`src/rtl/uart_rx_os16.sv`:
```
// uart_rx_os16: 16x oversampling UART receiver for 8 data bits, even parity and 1 stop bit.
// Bytes go downstream over a valid/ready handshake with parity/framing flags and an overrun pulse.
module uart_rx_os16 #(
    parameter int unsigned CLKS_PER_TICK = 27
) (
    input  logic       clk,
    input  logic       rst,
    input  logic       rx,
    input  logic       ready,
    output logic [7:0] data,
    output logic       valid,
    output logic       parity_err,
    output logic       frame_err,
    output logic       overrun,
    output logic       busy
);

    localparam int unsigned TW = (CLKS_PER_TICK > 1) ? $clog2(CLKS_PER_TICK) : 1;
    localparam logic [TW-1:0] TICK_LAST = TW'(CLKS_PER_TICK - 1);

    localparam logic [2:0] ST_IDLE   = 3'd0;
    localparam logic [2:0] ST_START  = 3'd1;
    localparam logic [2:0] ST_DATA   = 3'd2;
    localparam logic [2:0] ST_PARITY = 3'd3;
    localparam logic [2:0] ST_STOP   = 3'd4;

    logic          rx_m;
    logic          rx_s;
    logic [1:0]    sync_fill;
    logic [TW-1:0] tick_cnt;
    logic          tick;
    logic [2:0]    state;
    logic [3:0]    samp_cnt;
    logic [2:0]    bit_idx;
    logic [7:0]    shift_reg;
    logic          par_bit;
    logic          armed;
    logic          mid_sample;
    logic          load;

    // Two-flop synchronizer; sync_fill marks when rx_s carries a real line sample
    // rather than its reset value, so the reset 1 cannot arm the receiver.
    always_ff @(posedge clk or negedge rst) begin
        if (!rst) begin
            rx_m      <= 1'b1;
            rx_s      <= 1'b1;
            sync_fill <= 2'b00;
        end else begin
            rx_m      <= rx;
            rx_s      <= rx_m;
            sync_fill <= {sync_fill[0], 1'b1};
        end
    end

    // Free-running 1/16-bit tick divider.
    always_ff @(posedge clk or negedge rst) begin
        if (!rst) begin
            tick_cnt <= '0;
        end else if (tick) begin
            tick_cnt <= '0;
        end else begin
            tick_cnt <= tick_cnt + 1'b1;
        end
    end

    always_comb begin
        tick       = (tick_cnt == TICK_LAST);
        mid_sample = tick && (samp_cnt == 4'd15);
        load       = (state == ST_STOP) && mid_sample;
        busy       = (state != ST_IDLE);
    end

    // Arm start detection once the synchronized line has been seen idle-high.
    always_ff @(posedge clk or negedge rst) begin
        if (!rst) begin
            armed <= 1'b0;
        end else if ((state == ST_IDLE) && sync_fill[1] && rx_s) begin
            armed <= 1'b1;
        end
    end

    // Frame state machine: start validation at mid-start, then one sample per bit at count 15.
    always_ff @(posedge clk or negedge rst) begin
        if (!rst) begin
            state     <= ST_IDLE;
            samp_cnt  <= '0;
            bit_idx   <= '0;
            shift_reg <= '0;
            par_bit   <= 1'b0;
        end else begin
            case (state)
                ST_IDLE: begin
                    samp_cnt <= '0;
                    if (armed && !rx_s) begin
                        state <= ST_START;
                    end
                end
                ST_START: begin
                    if (tick) begin
                        if (samp_cnt == 4'd7) begin
                            if (!rx_s) begin
                                samp_cnt <= '0;
                                bit_idx  <= '0;
                                state    <= ST_DATA;
                            end else begin
                                state <= ST_IDLE;
                            end
                        end else begin
                            samp_cnt <= samp_cnt + 1'b1;
                        end
                    end
                end
                ST_DATA: begin
                    if (tick) begin
                        samp_cnt <= samp_cnt + 1'b1;
                        if (samp_cnt == 4'd15) begin
                            shift_reg <= {rx_s, shift_reg[7:1]};
                            bit_idx   <= bit_idx + 1'b1;
                            if (bit_idx == 3'd7) begin
                                state <= ST_PARITY;
                            end
                        end
                    end
                end
                ST_PARITY: begin
                    if (tick) begin
                        samp_cnt <= samp_cnt + 1'b1;
                        if (samp_cnt == 4'd15) begin
                            par_bit <= rx_s;
                            state   <= ST_STOP;
                        end
                    end
                end
                ST_STOP: begin
                    if (tick) begin
                        samp_cnt <= samp_cnt + 1'b1;
                        if (samp_cnt == 4'd15) begin
                            state <= ST_IDLE;
                        end
                    end
                end
                default: begin
                    state <= ST_IDLE;
                end
            endcase
        end
    end

    // Output slot: load at mid-stop unless still occupied and not being accepted this cycle.
    always_ff @(posedge clk or negedge rst) begin
        if (!rst) begin
            data       <= '0;
            valid      <= 1'b0;
            parity_err <= 1'b0;
            frame_err  <= 1'b0;
            overrun    <= 1'b0;
        end else begin
            overrun <= 1'b0;
            if (load) begin
                if (!valid || ready) begin
                    data       <= shift_reg;
                    parity_err <= ^{shift_reg, par_bit};
                    frame_err  <= ~rx_s;
                    valid      <= 1'b1;
                end else begin
                    overrun <= 1'b1;
                end
            end else if (valid && ready) begin
                valid <= 1'b0;
            end
        end
    end

endmodule

```
`config.mk`:
```
export PLATFORM = sky130hd
export DESIGN_NAME = uart_rx_os16
export DESIGN_NICKNAME = d
export VERILOG_FILES = /design/src/rtl/uart_rx_os16.sv
export SDC_FILE = /design/constraint.sdc
export NUM_CORES = 1
export LEC_CHECK = 0
export CAP_MARGIN = 20
export CORE_ASPECT_RATIO = 1.5
export CORE_MARGIN = 8
export CORE_UTILIZATION = 56
export CTS_CLUSTER_SIZE = 25
export DETAILED_ROUTE_END_ITERATION = 10
export PLACE_DENSITY = 0.8
export SLEW_MARGIN = 20
export SYNTH_ARGS = -nofsm -noshare
export SYNTH_HDL_FRONTEND = slang
export SYNTH_SLANG_ARGS = --single-unit
```
`constraint.sdc`:
```
create_clock -name clk -period 2.5 [get_ports clk]
set_clock_uncertainty 0.2 [all_clocks]
set_input_delay 0.25 -clock clk [delete_from_list [all_inputs] [get_ports clk]]
set_output_delay 0.25 -clock clk [all_outputs]
set_load 0.01 [all_outputs]
```
# Yosys cells after proc, flatten, opt, wreduce, memory -nomap -nowiden
# Cells that the tools add are included.
# W data, S select, Z words.
# word_totals
ff_bits	41
mem_count	0
latchBits	0
mem_bits_ro	0
ramBits	0
# op_classes
div_mod_pow	0
order_cmp	0
reduce_logical	23
shift	0
n_addsub	3
mul	0
n_eq_ne	22
n_mux	29
n_bitwise	1
# op_table
cell	count
$mux W3	15
$ne A2 B2 Y1 const B	10
$mux W4	4
$pmux W3 S5	1
$pmux W4 S3	1
$reduce_and A10 Y1	1
$reduce_xor A9 Y1	1
$eq A3 B2 Y1 const B	2
$eq A3 B3 Y1 const B	2
$logic_and A1 B1 Y1	6
$ne A2 B1 Y1 const B	3
$pmux W3 S2	1
$reduce_and A3 Y1	2
$reduce_and A6 Y1	1
$reduce_bool A3 Y1	2
$add A5 B1 Y5 const B	1
$eq A5 B5 Y1 const B	1
$mux W1	5
$mux W5	1
$add A4 B1 Y4 const B	1
$eq A4 B3 Y1 const B	1
$eq A4 B4 Y1 const B	1
$reduce_and A2 Y1	2
$reduce_and A4 Y1	1
other kinds (10)	12

# Logic depth before layout (Yosys ltp)
# Gate-level depths: netlist (run 1).
# logic_depth
depth_word	5
depth_mapped	8
ltp_nobuf	6

# Least setup slack after synthesis (run 1)
# Ideal clock, no wire load.
# synth_path
kind	register to register
from	register tick_cnt[0]
to	register shift_reg[1]
arrival_time_ps	1725
path_slack_ps	450
stages_incl_launch_ff	9
n_path_buf	2
cell_sequence	dfrtp_1 -> inv_1 -> ha_1 -> and4b_1 -> buf_4 -> nand3_2 -> nor4_2 -> buf_4 -> mux2_2
# synth_between
elab_chain_cells	2
# synth_rtl
element	line	source
start: declaration	30	logic [TW-1:0] tick_cnt;
start signal: assignment	62	tick_cnt <= tick_cnt + 1'b1;
$eq A5 B5 Y1	67	tick = (tick_cnt == TICK_LAST);
$reduce_and A3 Y1 (no line)	-	
end signal: assignment	117	shift_reg <= {rx_s, shift_reg[7:1]};
end: declaration	35	logic [7:0] shift_reg;
# Every way passes these cells.
# A chain may end at the register's enable or synchronous reset.

# Worst setup path after layout (run 1)
# layout_path
from	register tick_cnt[0]
to	register data[1]
# layout_between
elab_chain_cells	4
# layout_rtl
element	line	source
$eq A5 B5 Y1	67	
$logic_and A1 B1 Y1	68	mid_sample = tick && (samp_cnt == 4'd15);
$logic_and A1 B1 Y1	69	load = (state == ST_STOP) && mid_sample;
$reduce_and A2 Y1 (no line)	-	
end signal: assignment	161	data <= shift_reg;
end: declaration	10	output logic [7:0] data,
# Every way passes these cells.

==> results.sh, run 1 <==
export IMPL_status="completed"
export IMPL_syn_area_per_cell_um2=12.46
export IMPL_yosysTopAreaCell="dfrtp_1"
export IMPL_max_slew_margin=0.4003
export IMPL_grt_pass1_vias=1331
export IMPL_power_frac_seq=0.538
export IMPL_drt_iter0_markers=17
export IMPL_grt_max_degree=42
export IMPL_routed_wl_mm=3.438
export IMPL_dp_hpwl_mm=2.498
export IMPL_hold_path_class="register to register"
export IMPL_clkTransAtPathRegs_ns=0.07
export IMPL_synth_top_family_by_area="multiplexers"
export IMPL_fillCellCount=258
export IMPL_viasPerCell=5.541
export IMPL_fin_tns_setup_ns=0
export IMPL_die_y_um=87.94
export IMPL_powerDensity_nw_per_um2=601.4
export IMPL_synth_edff_count=0
export IMPL_slowest_delay_ns=0.42
export IMPL_synthCells=155
export IMPL_min_period_over_period=0.9214
export IMPL_synth_cell_types=43
export IMPL_synthAdderAreaFrac=0.03238
export IMPL_yosysWarnings=0
export IMPL_overflow=0
export IMPL_synth_compound_area_share=0.08484
export IMPL_ant_nets=0
export IMPL_grt_use_total=0.1343
export IMPL_rows=26
export IMPL_synth_seq_cells=41
export IMPL_critPathBufInv=2
export IMPL_ios=17
export IMPL_setup_viol=0
export IMPL_final_area_um2=2222
export IMPL_yosys_top_cells_area="dfrtp_1, mux2_2, xnor2_1"
export IMPL_synthArstFlopShare=1.000
export IMPL_final_hold_violation_count=0
export IMPL_die_w_um=63.96
export IMPL_die_area_um2=5624
export IMPL_crit_family="simple AND/OR/NAND/NOR gates"
export IMPL_synth_ff_type="dfrtp_1"
export IMPL_worstSetupPathType="register to register"
export IMPL_critical_path_required_ns=2.48
export IMPL_tightest_slew_ns=0.8995
export IMPL_synthXorXnorAreaFrac=0.05699
export IMPL_numClockSinks=41
export IMPL_dr_wl_met3_um=144
export IMPL_ctsResizeCount=0
export IMPL_diodes=0
export IMPL_critPathArrivalTime_ns=2.28
export IMPL_p_clk_frac=0.388
export IMPL_hold_slack_ns=0.1507
export IMPL_core_area_um2=3351
export IMPL_leakagePower_nw=0.9986
export IMPL_synth_top_area_frac=0.5052
export IMPL_clkLatencyLatePin_ns=0.30
export IMPL_power_frac_comb=0.074
export IMPL_muxShareOfSynthArea=0.1224
export IMPL_start_kind="register"
export IMPL_reg2reg_slack_ns=0.20
export IMPL_start_util=0.5765
export IMPL_p_int_mw=1.034
export IMPL_mappedNetlistNets=164
export IMPL_area_delta_synth_final_pct=15.03
export IMPL_grt_first_pass_wirelength_mm=5.947
export IMPL_cts_htree_levels=2
export IMPL_antenna_found_initial=0
export IMPL_power_switching_share=0.2263
export IMPL_place_congestion=0.8409
export IMPL_path_max_fanout=10
export IMPL_slew_viol_final=0
export IMPL_firstDrtPassIters=4
export IMPL_path_cells="inv_1, ha_1, and4b_1, nand4_1, nor2b_1, buf_4, mux2_2"
export IMPL_cts_buffers_inserted=5
export IMPL_cts_tree="yes"
export IMPL_critPathCaptureType="register"
export IMPL_yosysMostFrequentCell="dfrtp_1"
export IMPL_highest_signal_layer="met4"
export IMPL_worst_path_max_delay_cell="dfrtp_1"
export IMPL_wl_met1_mm=1.424
export IMPL_nets=184
export IMPL_setup_ws_ns=0.1964
export IMPL_drive_gt1_frac=0.2273
export IMPL_synth_seq_area_share=0.5324
export IMPL_synth_common_cells="dfrtp_1, mux2_2, inv_1, nor2_1, xnor2_1"
export IMPL_wl_met2_mm=1.793
export IMPL_placed_cell_area_um2=2105
export IMPL_post_drt_wl_per_cell_um=15.77
export IMPL_yosys_area_share_simple=0.1179
export IMPL_max_freq_mhz=434.1
export IMPL_vdd_ir_drop_max_uv=545.7
export IMPL_grt_setup_unrepaired="false"
export IMPL_dr_total_vias=1208
export IMPL_period_needed_ns=2.304
export IMPL_drcViolationCount=0
export IMPL_netlist_area_um2=1932
export IMPL_clockBufferDepth=2
export IMPL_dpl_worst_slack_ns=0.2069
export IMPL_port_buffers=16
export IMPL_p_sw_mw=0.3024
export IMPL_cts_root_buf="clkbuf_8"
export IMPL_cap_violations=0
cells by family (layout without fill, tap and decap cells):
group | count (synthesis) | in the layout
AOI/OAI and AO/OA | 19 | 19
and+or+nand+nor | 39 | 39
other | 1 | 1
xor gates and xnor gates | 11 | 11
DFF | 41 | 41
adders and majority gates | 5 | 5
muxes | 21 | 21
buffers and inverters | 18 | 39
stage by stage:
stage,utilization,power (mW),cells
after global routing,0.6632,1.402,218
after CTS,0.6632,1.351,218
final,0.6632,1.336,218
after floorplan,-,0.7937,155
after global placement,0.6281,0.8210,209
after detailed placement,0.6281,0.8298,209
cell usage in the layout, fill, tap and decap left out, types with 3 or more instances in the layout:
cell / instances
dfrtp_1: 39
mux2_2: 21
clkbuf_8: 5
inv_1: 11
clkdlybuf4s50_1: 15
buf_4: 3
nor2b_1: 3
nor2_1: 8
ha_1: 5
o21ai_0: 3
nand2_1: 7
xnor2_1: 8
nand3_1: 5
layout make-up:
cell class              count  area [um2]  area share
repair buffers             20       187.7     0.08446
inverters                  11       41.29     0.01858
clock inverters             2       35.03     0.01577
multi-input cells          96       804.5      0.3620
flip-flops and latches     41        1028      0.4628
well taps                  42       52.55     0.02365
clock buffers               6       72.57     0.03266
power by group through the flow:
stage,clock network (mW),logic (mW),registers (mW)
3_3_place_gp,0,0.0918,0.729
3_5_place_dp,0,0.0985,0.731
5_1_grt,0.566,0.113,0.724
6_report,0.518,0.0988,0.719
2_1_floorplan,0,0.0698,0.724
4_1_cts,0.533,0.0999,0.718
routing by layer:
metal  track usage  up-vias
met2        0.2255       19
li1              -      581
met1        0.1466      603
met4       0.07739        0
met5             0        -
met3       0.04097        5
what timing repair did:
action / 4_1_cts / 5_1_grt
setup buffers: 0 / 0
endpoints found under the hold margin: 39 / 0
hold buffers: 1 / 0
worst paths after layout:
check,start,depth (start not counted),end
worst max-delay path,tick_cnt[0],7,data[1]
worst min-delay path,sync_fill[0],0,sync_fill[1]
worst max register to register,tick_cnt[0],7,data[1]
worst min register to register,sync_fill[0],0,sync_fill[1]
max in group asynchronous,rst,2,data[1]
min in group asynchronous,rst,2,bit_idx[1]
Power figures use the tool's default switching activity.
==> inputs of run 2 (changes only) <==
--- a/config.mk
+++ b/config.mk
@@ -8,10 +8,10 @@
 export CAP_MARGIN = 20
 export CORE_ASPECT_RATIO = 1.5
 export CORE_MARGIN = 8
-export CORE_UTILIZATION = 56
+export CORE_UTILIZATION = 40
 export CTS_CLUSTER_SIZE = 25
 export DETAILED_ROUTE_END_ITERATION = 10
-export PLACE_DENSITY = 0.8
+export PLACE_DENSITY = 0.61
 export SLEW_MARGIN = 20
 export SYNTH_ARGS = -nofsm -noshare
 export SYNTH_HDL_FRONTEND = slang
==> run 2 against run 1 <==
Sequential share of layout area is 0.18 points lower. Register-to-register slack hardly changed. Via count increased by 0.75%. Non-clock buffer count is the same. Routed wire length up 3.3%. Design area grew 0.39%. Highest routed layer unchanged. Flip-flop and latch count is the same. Combinational power hardly changed.
==> results.sh, run 2 (synthesis gave the netlist of run 1 again) <==
export IMPL_cts_root_buf="clkbuf_8"
export IMPL_start_kind="register"
export IMPL_ctsResizeCount=0
export IMPL_hold_path_class="register to register"
export IMPL_tightest_slew_ns=0.8969
export IMPL_post_drt_wl_per_cell_um=14.67
export IMPL_grt_max_degree=42
export IMPL_path_cells="inv_1, ha_1, and4b_1, nand4_1, nor2b_1, buf_4, mux2_2"
export IMPL_drt_iter0_markers=90
export IMPL_clockBufferDepth=2
export IMPL_firstDrtPassIters=4
export IMPL_clkLatencyLatePin_ns=0.29
export IMPL_clkTransAtPathRegs_ns=0.08
export IMPL_viasPerCell=5.029
export IMPL_area_delta_synth_final_pct=15.48
export IMPL_min_period_over_period=0.9244
export IMPL_port_buffers=16
export IMPL_drcViolationCount=0
export IMPL_crit_family="simple AND/OR/NAND/NOR gates"
export IMPL_powerDensity_nw_per_um2=557.1
export IMPL_routed_wl_mm=3.551
export IMPL_leakagePower_nw=0.9886
export IMPL_grt_use_total=0.1083
export IMPL_die_y_um=101.1
export IMPL_path_max_fanout=10
export IMPL_numClockSinks=41
export IMPL_critical_path_required_ns=2.48
export IMPL_antenna_found_initial=0
export IMPL_die_area_um2=7355
export IMPL_grt_setup_unrepaired="false"
export IMPL_dp_hpwl_mm=2.549
export IMPL_fin_tns_setup_ns=0
export IMPL_period_needed_ns=2.311
export IMPL_layout_cells_most_common="dfrtp_1"
export IMPL_slowest_delay_ns=0.41
export IMPL_grt_pass1_vias=1375
export IMPL_diodes=0
export IMPL_slew_viol_final=0
export IMPL_fillCellCount=469
export IMPL_place_congestion=0.7939
export IMPL_critPathArrivalTime_ns=2.29
export IMPL_finalPower_mw=1.243
export IMPL_overflow=0
export IMPL_dr_total_vias=1217
export IMPL_status="completed"
export IMPL_worstSetupPathType="register to register"
export IMPL_drive_gt1_frac=0.2330
export IMPL_cts_buffers_inserted=5
export IMPL_cap_violations=0
export IMPL_final_cell_mix="dfrtp_1, mux2_2, clkdlybuf4s50_1, inv_1"
export IMPL_die_w_um=72.74
export IMPL_vdd_ir_drop_max_uv=355.9
export IMPL_ios=17
export IMPL_setup_viol=0
export IMPL_critPathCaptureType="register"
export IMPL_cts_htree_levels=2
export IMPL_critPathBufInv=2
export IMPL_max_freq_mhz=432.7
export IMPL_worst_path_max_delay_cell="dfrtp_1"
export IMPL_ant_nets=0
export IMPL_grt_first_pass_wirelength_mm=6.348
export IMPL_cts_tree="yes"
export IMPL_start_util=0.4082
export IMPL_nets=184
export IMPL_max_slew_margin=0.4021
export IMPL_core_area_um2=4732
export IMPL_final_hold_violation_count=0
export IMPL_rows=31
==> run 2: changes by cell type in the layout (fill, tap and decap cells not counted), sizes merged <==
cell      delta
clkinv       +1
clkinvlp     +1
bufinv       -1
clkbuf       -1
==> run 2: what timing repair did <==
action / 4_1_cts / 5_1_grt
hold buffers: 1 / 0
endpoints found under the hold margin: 39 / 0
buffers inserted: 0 / 0
setup endpoints to repair: 0 / 0
==> run 2: metal layers <==
layer  global-route usage  vias up  part of all wire
met1               0.1145      616              0.42
met5                    0        -                 0
met3              0.03884        7             0.040
met2               0.1840       15              0.52
met4              0.05418        0             0.017
li1                     -      579                 -
==> run 2: final cells by class <==
type | instances | area, um2 | share of cell area
multi-input combinational | 96 | 804.5 | 0.3606
tap | 66 | 82.58 | 0.03702
sequential | 41 | 1028 | 0.4610
clock inverter | 3 | 17.52 | 0.007852
inverter | 11 | 41.29 | 0.01851
clock buffer | 5 | 68.82 | 0.03085
timing repair buffer | 20 | 187.7 | 0.08413
==> run 2: worst reg2reg max path, stage by stage (launching register included) <==
cell and delay, ns:
dfrtp_1 0.41, inv_1 0.07, ha_1 0.19, and4b_1 0.37
nand4_1 0.22, nor2b_1 0.17, buf_4 0.21, mux2_2 0.35
==> run 2: final timing paths <==
kind,end,cells past startpoint,start,slack [ns]
max reg2reg,data[1],7,tick_cnt[0],0.19
min in group asynchronous,samp_cnt[2],2,rst,0.42
min,rx_s,0,rx_m,0.16
max,data[1],7,tick_cnt[0],0.19
max in group asynchronous,shift_reg[7],2,rst,1.12
min reg2reg,rx_s,0,rx_m,0.16
==> run 2: through the flow <==
step,area [um2],std cells,worst slack (ns),hold slack (ns),util
global placement,2135,233,0.2909,0.1348,0.4511
global route,2231,242,0.02032,0.1595,0.4714
finish,2231,242,0.1889,0.1570,0.4714
floorplan,1932,155,0.4502,-0.2456,-
CTS,2231,242,0.1772,0.1588,0.4714
detailed placement,2135,233,0.2081,0.1476,0.4511
==> run 2: report_power, final <==
part | total (mW) | leakage (nW) | switching [mW] | internal, mW
Sequential | 0.719 | 0.527 | 0.0271 | 0.692
Combinational | 0.101 | 0.418 | 0.0547 | 0.0465
Clock | 0.422 | 0.0439 | 0.230 | 0.193
==> inputs of run 3 (changes only) <==
--- a/config.mk
+++ b/config.mk
@@ -12,6 +12,7 @@
 export CTS_CLUSTER_SIZE = 25
 export DETAILED_ROUTE_END_ITERATION = 10
 export PLACE_DENSITY = 0.61
+export SKIP_LAST_GASP = 1
 export SLEW_MARGIN = 20
 export SYNTH_ARGS = -nofsm -noshare
 export SYNTH_HDL_FRONTEND = slang
==> results of run 3 <==
The final DEF is identical to that of run 2; final timing and power are the same.
